File: config.mk
export PLATFORM = sky130hd
export DESIGN_NAME = seg_frame_builder_flat
export DESIGN_NICKNAME = d
export VERILOG_FILES = /design/src/rtl/seg_frame_if.sv /design/src/rtl/seg_frame_builder.sv /design/src/flat_wrapper.sv
export SDC_FILE = /design/constraint.sdc
export NUM_CORES = 1
export LEC_CHECK = 0
export BUFFER_PORTS_ARGS = -buffer_cell sky130_fd_sc_hd__buf_4
export CORE_AREA = 4 4 148 150
export CTS_BUF_LIST = sky130_fd_sc_hd__clkbuf_4
export CTS_CLUSTER_SIZE = 16
export DETAILED_ROUTE_END_ITERATION = 10
export DIE_AREA = 0 0 152 154
export PLACE_DENSITY_LB_ADDON = 0.15
export SYNTH_ARGS = -nofsm -noshare
export SYNTH_HDL_FRONTEND = slang
export SYNTH_SLANG_ARGS = --single-unit
File: constraint.sdc
create_clock -name clk -period 2.6 [get_ports clk]
set_input_delay 0.13 -clock clk [delete_from_list [all_inputs] [get_ports clk]]
set_output_delay 0.13 -clock clk [all_outputs]
set_load 0.05 [all_outputs]
File: src/rtl/seg_frame_if.sv
// Handshake and frame bus between the display controller and seg_frame_builder.
// The master drives the load request and display options; the slave returns the frame and status.
interface seg_frame_if #(
  parameter int BIN_W = 27
);
  logic             load;
  logic [BIN_W-1:0] value;
  logic             hex_mode;
  logic [7:0]       dp;
  logic             blank_lz;
  logic [7:0]       blink_mask;
  logic [63:0]      pdata;
  logic             busy;
  logic             done;
  logic             ovf;

  modport master (
    output load, value, hex_mode, dp, blank_lz, blink_mask,
    input  pdata, busy, done, ovf
  );

  modport slave (
    input  load, value, hex_mode, dp, blank_lz, blink_mask,
    output pdata, busy, done, ovf
  );
endinterface

File: src/rtl/seg_frame_builder.sv
// Formats a binary value as an 8-digit seven-segment frame (hex or double-dabble decimal)
// with decimal points, leading-zero blanking and per-digit blinking on a registered output.
module seg_frame_builder #(
  parameter int BIN_W      = 27,
  parameter int BLINK_BITS = 24
) (
  input logic        clk,
  input logic        rst,
  seg_frame_if.slave bus
);
  localparam int          CNT_W   = $clog2(BIN_W);
  localparam logic [31:0] DEC_MAX = 32'd99_999_999;

  typedef enum logic [1:0] {IDLE, CONV, ENC} state_t;

  state_t                state, state_nxt;
  logic [CNT_W-1:0]      cnt_p0;
  logic [BIN_W-1:0]      bin_p0;
  logic [31:0]           bcd_p0;
  logic                  hex_p0, blz_p0, dovf_p0;
  logic [7:0]            dp_p0;
  logic [63:0]           shadow_p1, shadow_nxt;
  logic                  commit_p1;
  logic [63:0]           pdata_p2, pdata_nxt;
  logic                  done_p2;
  logic                  ovf_r;
  logic [BLINK_BITS-1:0] blink_cnt;
  logic                  busy_c, enc_c, accept_c, ovf_in_c;

  function automatic logic [31:0] add3(input logic [31:0] bcd);
    logic [31:0] r;
    r = bcd;
    for (int i = 0; i < 8; i++) begin
      if (r[4*i +: 4] >= 4'd5) r[4*i +: 4] = r[4*i +: 4] + 4'd3;
    end
    return r;
  endfunction

  function automatic logic [7:0] glyph(input logic [3:0] d);
    case (d)
      4'h0: glyph = 8'hC0;  4'h1: glyph = 8'hF9;  4'h2: glyph = 8'hA4;  4'h3: glyph = 8'hB0;
      4'h4: glyph = 8'h99;  4'h5: glyph = 8'h92;  4'h6: glyph = 8'h82;  4'h7: glyph = 8'hF8;
      4'h8: glyph = 8'h80;  4'h9: glyph = 8'h90;  4'hA: glyph = 8'h88;  4'hB: glyph = 8'h83;
      4'hC: glyph = 8'hC6;  4'hD: glyph = 8'hA1;  4'hE: glyph = 8'h86;  default: glyph = 8'h8E;
    endcase
  endfunction

  assign accept_c = (state == IDLE) && bus.load;
  assign ovf_in_c = !bus.hex_mode && (32'(bus.value) > DEC_MAX);

  always_ff @(posedge clk) begin
    if (rst) state <= IDLE;
    else     state <= state_nxt;
  end

  always_comb begin
    state_nxt = state;
    case (state)
      IDLE:    if (bus.load) state_nxt = (bus.hex_mode || ovf_in_c) ? ENC : CONV;
      CONV:    if (cnt_p0 == CNT_W'(BIN_W - 1)) state_nxt = ENC;
      ENC:     state_nxt = IDLE;
      default: state_nxt = IDLE;
    endcase
  end

  always_comb begin
    busy_c = (state != IDLE);
    enc_c  = (state == ENC);
  end

  // Stage p0: latch request and run the double-dabble shift
  always_ff @(posedge clk) begin
    if (rst) begin
      cnt_p0  <= '0;
      bin_p0  <= '0;
      bcd_p0  <= '0;
      hex_p0  <= 1'b0;
      blz_p0  <= 1'b0;
      dovf_p0 <= 1'b0;
      dp_p0   <= '0;
    end else if (accept_c) begin
      cnt_p0  <= '0;
      bin_p0  <= bus.value;
      bcd_p0  <= '0;
      hex_p0  <= bus.hex_mode;
      blz_p0  <= bus.blank_lz;
      dovf_p0 <= ovf_in_c;
      dp_p0   <= bus.dp;
    end else if (state == CONV) begin
      {bcd_p0, bin_p0} <= {add3(bcd_p0), bin_p0} << 1;
      cnt_p0           <= cnt_p0 + 1'b1;
    end
  end

  // Digits above the most significant non-zero nibble are leading zeros; digit 0 always shows
  always_comb begin
    logic [31:0] nib;
    logic        lead;
    logic [7:0]  seg;
    shadow_nxt = '1;
    nib        = hex_p0 ? 32'(bin_p0) : bcd_p0;
    lead       = 1'b1;
    seg        = 8'hFF;
    for (int i = 7; i >= 0; i--) begin
      if (nib[4*i +: 4] != 4'd0) lead = 1'b0;
      seg = glyph(nib[4*i +: 4]);
      if (blz_p0 && lead && (i != 0)) seg = 8'hFF;
      if (dovf_p0) seg = 8'hBF;
      if (dp_p0[i]) seg[7] = 1'b0;
      shadow_nxt[8*i +: 8] = seg;
    end
  end

  // Stage p1: commit the encoded frame to the shadow register
  always_ff @(posedge clk) begin
    if (rst) begin
      shadow_p1 <= '1;
      commit_p1 <= 1'b0;
      ovf_r     <= 1'b0;
    end else begin
      commit_p1 <= enc_c;
      if (enc_c) begin
        shadow_p1 <= shadow_nxt;
        ovf_r     <= dovf_p0;
      end
    end
  end

  always_comb begin
    pdata_nxt = shadow_p1;
    for (int i = 0; i < 8; i++) begin
      if (bus.blink_mask[i] && blink_cnt[BLINK_BITS-1]) pdata_nxt[8*i +: 8] = 8'hFF;
    end
  end

  // Stage p2: whole-frame output register with live blink masking
  always_ff @(posedge clk) begin
    if (rst) begin
      pdata_p2  <= '1;
      done_p2   <= 1'b0;
      blink_cnt <= '0;
    end else begin
      pdata_p2  <= pdata_nxt;
      done_p2   <= commit_p1;
      blink_cnt <= blink_cnt + 1'b1;
    end
  end

  assign bus.pdata = pdata_p2;
  assign bus.busy  = busy_c;
  assign bus.done  = done_p2;
  assign bus.ovf   = ovf_r;
endmodule

File: src/flat_wrapper.sv
// flat-port wrapper written by rule: the top's interface ports become plain ports
module seg_frame_builder_flat 
#(
  parameter int BIN_W      = 27,
  parameter int BLINK_BITS = 24
)
  (clk, rst, bus_load, bus_value, bus_hex_mode, bus_dp, bus_blank_lz, bus_blink_mask, bus_pdata, bus_busy, bus_done, bus_ovf);
  seg_frame_if #(.BIN_W(BIN_W)) bus_i ();
  input logic clk;
  input logic rst;
  input wire logic [$bits(bus_i.load)-1:0] bus_load;
  input wire logic [$bits(bus_i.value)-1:0] bus_value;
  input wire logic [$bits(bus_i.hex_mode)-1:0] bus_hex_mode;
  input wire logic [$bits(bus_i.dp)-1:0] bus_dp;
  input wire logic [$bits(bus_i.blank_lz)-1:0] bus_blank_lz;
  input wire logic [$bits(bus_i.blink_mask)-1:0] bus_blink_mask;
  output wire logic [$bits(bus_i.pdata)-1:0] bus_pdata;
  output wire logic [$bits(bus_i.busy)-1:0] bus_busy;
  output wire logic [$bits(bus_i.done)-1:0] bus_done;
  output wire logic [$bits(bus_i.ovf)-1:0] bus_ovf;
  assign bus_i.load = bus_load;
  assign bus_i.value = bus_value;
  assign bus_i.hex_mode = bus_hex_mode;
  assign bus_i.dp = bus_dp;
  assign bus_i.blank_lz = bus_blank_lz;
  assign bus_i.blink_mask = bus_blink_mask;
  assign bus_pdata = bus_i.pdata;
  assign bus_busy = bus_i.busy;
  assign bus_done = bus_i.done;
  assign bus_ovf = bus_i.ovf;
  seg_frame_builder #(.BIN_W(BIN_W), .BLINK_BITS(BLINK_BITS)) u_core (.clk(clk), .rst(rst), .bus(bus_i));
endmodule
After elaboration in Yosys (flattened, before gate mapping)
Memory sizes are Yosys's and may differ from the RTL's. Index checks and enable logic that the tools add are counted. W data, S select, Z words.

Word-level logic and storage cells: 137. Register bits: 232. Input port bits: 48. Memories kept: 8. Memory bits (read-only): 896.

Muxes and demuxes: 45. Reduce and logical (&&, ||, !) cells: 39. Eq/ne operators: 5. $add $sub $neg: 10. Magnitude comparators: 9.

Memory list: (name not given) (words 16, bits a word 7, read ports 1, clocked after memory_dff 0, wr ports 0, line seg_frame_builder.sv:40) `case (d)`; (name not given) (words 16, bits a word 7, read ports 1, clocked after memory_dff 0, wr ports 0, line seg_frame_builder.sv:40); (name not given) (words 16, bits a word 7, read ports 1, clocked after memory_dff 0, wr ports 0, line seg_frame_builder.sv:40); (name not given) (words 16, bits a word 7, read ports 1, clocked after memory_dff 0, wr ports 0, line seg_frame_builder.sv:40); (name not given) (words 16, bits a word 7, read ports 1, clocked after memory_dff 0, wr ports 0, line seg_frame_builder.sv:40); (name not given) (words 16, bits a word 7, read ports 1, clocked after memory_dff 0, wr ports 0, line seg_frame_builder.sv:40); +2 memories.

Operators by type and width (count): $mux W8 (15); $mux W27 (2); $ge A4 B3 Y1 const B (8); $mux W32 (1); $add A4 B2 Y4 const B (7); $mux W4 (7); $reduce_bool A4 Y1 (7); $gt A27 B27 Y1 const B (1); $add A24 B1 Y24 const B (1); $reduce_or A2 Y1 (9); $logic_and A1 B1 Y1 (17); $mux W1 (15); $mux W2 (3); $add A5 B1 Y5 const B (1); $eq A5 B5 Y1 const B (1); $pmux W2 S2 (1); $reduce_bool A2 Y1 (2); $add A3 B2 Y3 const B (1); $mux W3 (1); $eq A2 B1 Y1 const B (1); $eq A2 B2 Y1 const B (1); $logic_not A2 Y1 (1); $ne A2 B1 Y1 const B (1); $ne A2 B2 Y1 const B (1); 3 further kinds (3).

Logic depth before layout (Yosys ltp)
Depth in word-level cells: 13. Mapped depth: 12.

Worst setup path before layout
Ideal clock, no wire load.

Path type: reg-to-reg. Start: register u_core.hex_p0. End: register u_core.shadow_p1[9]. Path slack: -123 ps. Setup time: 74 ps. Period minus slack after synthesis: 2723 ps. Required time: 2526 ps. Cell stages (with the launch flop): 11. Arrival: 2649 ps. Cells stage by stage: dfxtp_1 -> buf_4 -> buf_4 -> buf_2 -> mux2i_1 -> ha_1 -> nor4bb_1 -> o221ai_2 -> nor4_4 -> a21oi_2 -> a31oi_1.

Longest elaborated chain between the ends: 12. Elaborated cells on any way between the ends: 19.

RTL lines: start, declared (line seg_frame_builder.sv:20) `logic hex_p0, blz_p0, dovf_p0;`; start signal, assigned (line seg_frame_builder.sv:85) `hex_p0 <= bus.hex_mode;`; $mux W32 (*) (line seg_frame_builder.sv:101) `nib = hex_p0 ? 32'(bin_p0) : bcd_p0;`; $reduce_bool A4 Y1 (line seg_frame_builder.sv:105) `if (nib[4*i +: 4] != 4'd0) lead = 1'b0;`; $mux W1 (7 in series) (line seg_frame_builder.sv:105); $logic_and A1 B1 Y1 (line seg_frame_builder.sv:107) `if (blz_p0 && lead && (i != 0)) seg = 8'hFF;`; $mux W8 (*) (line seg_frame_builder.sv:107); $mux W8 (*) (line seg_frame_builder.sv:108) `if (dovf_p0) seg = 8'hBF;`; end signal, assigned (line seg_frame_builder.sv:123) `shadow_p1 <= shadow_nxt;`; end, declared (line seg_frame_builder.sv:22) `logic [63:0] shadow_p1, shadow_nxt;`.

Every way passes the cells marked *; elsewhere a longest branch is shown, timed or not. A chain may end at the register's enable or synchronous reset.

Final worst setup path
Ends and elaborated chain as after synthesis.

==> summary.txt <==
Critical path
  • Depth of the worst register-to-register path: 8
  • Crit path capture type: flop
  • Kind of start point of the critical path: flop
  • Last element of the critical path: u_core.shadow_p1[9]
  • Worst-path fanout max: 16
  • Register-to-register setup slack: 0.21 ns
  • Data arrival time of the worst path: a little under 3 ns
  • Terminus of the critical flop-to-flop path: u_core.shadow_p1[9]
  • Startpoint of the worst register-to-register path: u_core.hex_p0
  • Category of the critical setup timing path: flop to flop
  • Worst setup startpoint: u_core.hex_p0
  • Critical path data required time: 3.18 ns

Synthesis
  • Fraction of registers with async set/reset: 0
  • Number of synthesized register bits: 232
  • Top cells by count, synth: 232 x sky130_fd_sc_hd__dfxtp_1, 156 x sky130_fd_sc_hd__nor2_1, 134 x sky130_fd_sc_hd__nand2_1, 125 x sky130_fd_sc_hd__a21oi_1, 80 x sky130_fd_sc_hd__nand2b_1
  • Total of warnings raised by yosys: 0
  • Leading cell types by total area after synthesis: sky130_fd_sc_hd__dfxtp_1 42%, sky130_fd_sc_hd__ha_1 6.8%, sky130_fd_sc_hd__a21oi_1 5.6%, sky130_fd_sc_hd__nor2_1 5.2%, sky130_fd_sc_hd__nand2_1 4.5%
  • Area fraction of the dominant cell type after synthesis: 0.4161
  • Number of enable-type register cells in the synthesized netlist: 0
  • Avg Cell Area, Syn: about 8.5 um^2
  • Flip-flop cell with the highest count after synthesis: sky130_fd_sc_hd__dfxtp_1
  • Syn Nets: 1416
  • Area of the mapped netlist: ~11000 um^2
  • Largest area contributor in the synthesized netlist: sky130_fd_sc_hd__dfxtp_1
  • Number of distinct standard cells referenced by the synthesized netlist: 72
  • Post-synthesis cell count: about 1300
  • Most repeated cell in the gate-level netlist after synthesis: sky130_fd_sc_hd__dfxtp_1
  • Register area share after synthesis: 0.4161

Clock network
  • Number of H-tree levels: 2
  • Sinks on Clock Net: ~230
  • Clock root buffer: sky130_fd_sc_hd__clkbuf_4
  • Cts bufs inserted: just under 60
  • Clock tree from TritonCTS: built
  • Clock tree buffer depth: 3
  • Skew-Pair Late Insertion Delay: between 0.6 and 0.7 ns
  • Clock transition at the registers of the reported paths: around 0.07 ns

STA
  • Worst Max-Slew Pin Slew: approximately 0.82 ns
  • Worst hold margin: around 0.26 ns
  • Clock Skew: around 0.045 ns
  • Post-route fraction of the period consumed by the critical path: 0.9177
  • Total negative slack: 0 ns
  • Final critical delay including setup and external delays: around 2.4 ns
  • Setup repair after global routing missed its margin: no
  • Setup violations, final: 0
  • Max Fclk: around 420 MHz
  • Max Transition Viols Final: 0
  • Final hold violation count: 0
  • Worst slew slack as a fraction of its limit: 0.4518

Min path
  • Class of the tightest hold or removal check: input pin to flop
  • Cell count of the worst hold path: 4

Drt
  • Final Routed Wirelength: ~28000 um
  • Initial DRC count: roughly 670
  • Router iterations before antenna repair: 5
  • Remaining design rule violation count: 0
  • Antenna violation net count after detailed routing: 0
  • Via-to-Cell Ratio: 5.472
  • WL/cell: approximately 15 um
  • Routed via count: ~10000

Floorplan
  • Die outline area: between 20000 and 25000 um^2
  • Core footprint: between 20000 and 25000 um^2
  • Floorplan row count: 53
  • Chip width: roughly 150 um
  • Effective utilization at floorplan: 0.5394
  • Ports placed on the boundary: between 100 and 150
  • Height of the die: roughly 150 um

Placement
  • Count of input and output buffers: roughly 110
  • Global placer's final weighted congestion: 0.9014
  • HPWL after detailed placement: between 15000 and 20000 um

Power and ir drop
  • Max VDD drop: approximately 0.32 mV
  • Part of the total power dissipated in combinational logic: 0.152
  • Power density relative to cell area: roughly 600 nW/um^2
  • Leakage power: about 5.5 nW
  • Reported net switching power: between 2 and 2.5 mW
  • Sw Share: 0.2823
  • Cell internal power dissipation: ~5.9 mW
  • Power Total: approximately 8 mW
  • Share of total power in sequential cells: 0.479
  • Proportion of power drawn by the clock network: 0.369

Job
  • MaxCap Viol Count: 0

Outcome
  • Status: completed

GRT
  • Via count of the first global-routing pass: slightly above 9000
  • Overall global routing resource usage: 0.2298
  • Remaining global-route overflow: 0
  • Maximum number of pins on one net before global-route repair: 61
  • Antenna violations before repair: 1
  • Global-route wire length before repair: 45900 um

Final layout
  • Ratio of cells with drive above 1 in the final layout: 0.1934
  • Growth of design area from synthesis to finish: 22.39%
  • Count of nets after finishing: roughly 1600
  • Post-route core utilization: 0.6602
-- stage by stage --
step | setup slack [ns] | area (um^2) | std cells
CTS | 0.08331 | 13640 | 1821
floorplan | 0.03565 | 11180 | 1307
detailed placement | 0.09858 | 12380 | 1668
global placement | 0.1701 | 12380 | 1668
finish | 0.2141 | 13660 | 1823
global route | 0.04161 | 13660 | 1823
-- worst max-delay path: stages, from the launching register on --
cell and delay, ns:
sky130_fd_sc_hd__dfxtp_4 0.48, sky130_fd_sc_hd__mux2i_1 0.33, sky130_fd_sc_hd__ha_1 0.25, sky130_fd_sc_hd__nor4bb_2 0.37, sky130_fd_sc_hd__o221ai_2 0.17, sky130_fd_sc_hd__nor4_4 0.22
sky130_fd_sc_hd__buf_4 0.19, sky130_fd_sc_hd__a21oi_2 0.10, sky130_fd_sc_hd__a31oi_1 0.16
-- cell families (layout without fill, tap and decap cells) --
group                    Yosys count  in the layout  share of synthesized area
AO/OA/AOI/OAI                    322            322                     0.1852
AND/OR/NAND/NOR                  489            489                     0.2099
XOR/XNOR                          42             42                    0.03296
buffers and inverters            117            356                    0.04282
other                              0              2                          0
multiplexers                      44             44                    0.04462
flip-flops                       232            232                     0.4161
adder cells (fa/ha/maj)           61             61                    0.06839
-- sequential cells by signal, indices dropped and copies added (netlist names), 2 cells and up --
register,flops
u_core.bcd_p0,32
u_core.bin_p0,27
u_core.blink_cnt,24
u_core.bus.pdata,64
u_core.cnt_p0,5
u_core.dp_p0,8
u_core.shadow_p1,64
u_core.state,2
-- cell usage in the layout, fill, tap and decap left out, drive strengths merged, types with 5 or more instances in the layout --
cell type and instances:
a211oi 13, a21oi 126, a221oi 6, a22oi 7
a31oi 19, and2 9, buf 153, clkbuf 80
clkinv 19, dfxtp 232, dlygate4sd3 53, ha 61
inv 49, mux2 14, mux2i 28, nand2 134
nand2b 80, nand3 22, nand4 8, nor2 157
nor2b 32, nor3 24, nor4 5, o211ai 15
o21ai 64, o221a 26, o22ai 12, xnor2 18
xor2 24
-- final cells by class --
| cell class | instances | area [um^2] |
|---|---|---|
| Tap cell | 275 | 344.1 |
| Sequential cell | 232 | 4648 |
| Fill cell | 1800 | 7030 |
| Clock inverter | 20 | 130.1 |
| Multi-Input combinational cell | 958 | 6065 |
| Timing Repair Buffer | 206 | 1679 |
| Inverter | 50 | 187.7 |
| Clock buffer | 80 | 600.6 |
| Antenna cell | 2 | 5.005 |
-- timing repair --
action / CTS / global route
endpoints found under the setup margin: 0 / 26
gates resized for setup: 0 / 3
hold endpoints to repair: 120 / 0
hold buffers: 53 / 0
buffers inserted: 0 / 0
-- worst min-delay path by stage --
| stage | startpoint | end | slack [ns] |
|---|---|---|---|
| finish | bus_value[0] | u_core.bin_p0[0] | 0.26 |
| global route | bus_blank_lz | u_core.blz_p0 | 0.24 |
| CTS | bus_dp[0] | u_core.dp_p0[0] | 0.20 |
| detailed placement | bus_value[0] | u_core.bin_p0[0] | 0.37 |
| global placement | bus_value[0] | u_core.bin_p0[0] | 0.37 |
| floorplan | bus_dp[0] | u_core.dp_p0[0] | 0.27 |
-- power by group through the flow --
stage                     logic (mW)  clock network, mW  registers (mW)
final                           1.25               3.03            3.93
after global routing            1.36               3.31            3.96
after CTS                       1.24               3.12            3.93
after detailed placement        1.17                  0            4.01
after global placement          1.16                  0            4.00
after floorplan                0.666                  0            4.12
-- metal layers --
layer | part of all wire | global-route usage | up-vias
met3 | 0.058 | 0.05348 | 45
li1 | - | - | 4972
met5 | 0 | 0 | -
met1 | 0.48 | 0.3210 | 4690
met2 | 0.45 | 0.3577 | 269
met4 | 0.015 | 0.06550 | 0
Power figures use the tool's default switching activity.
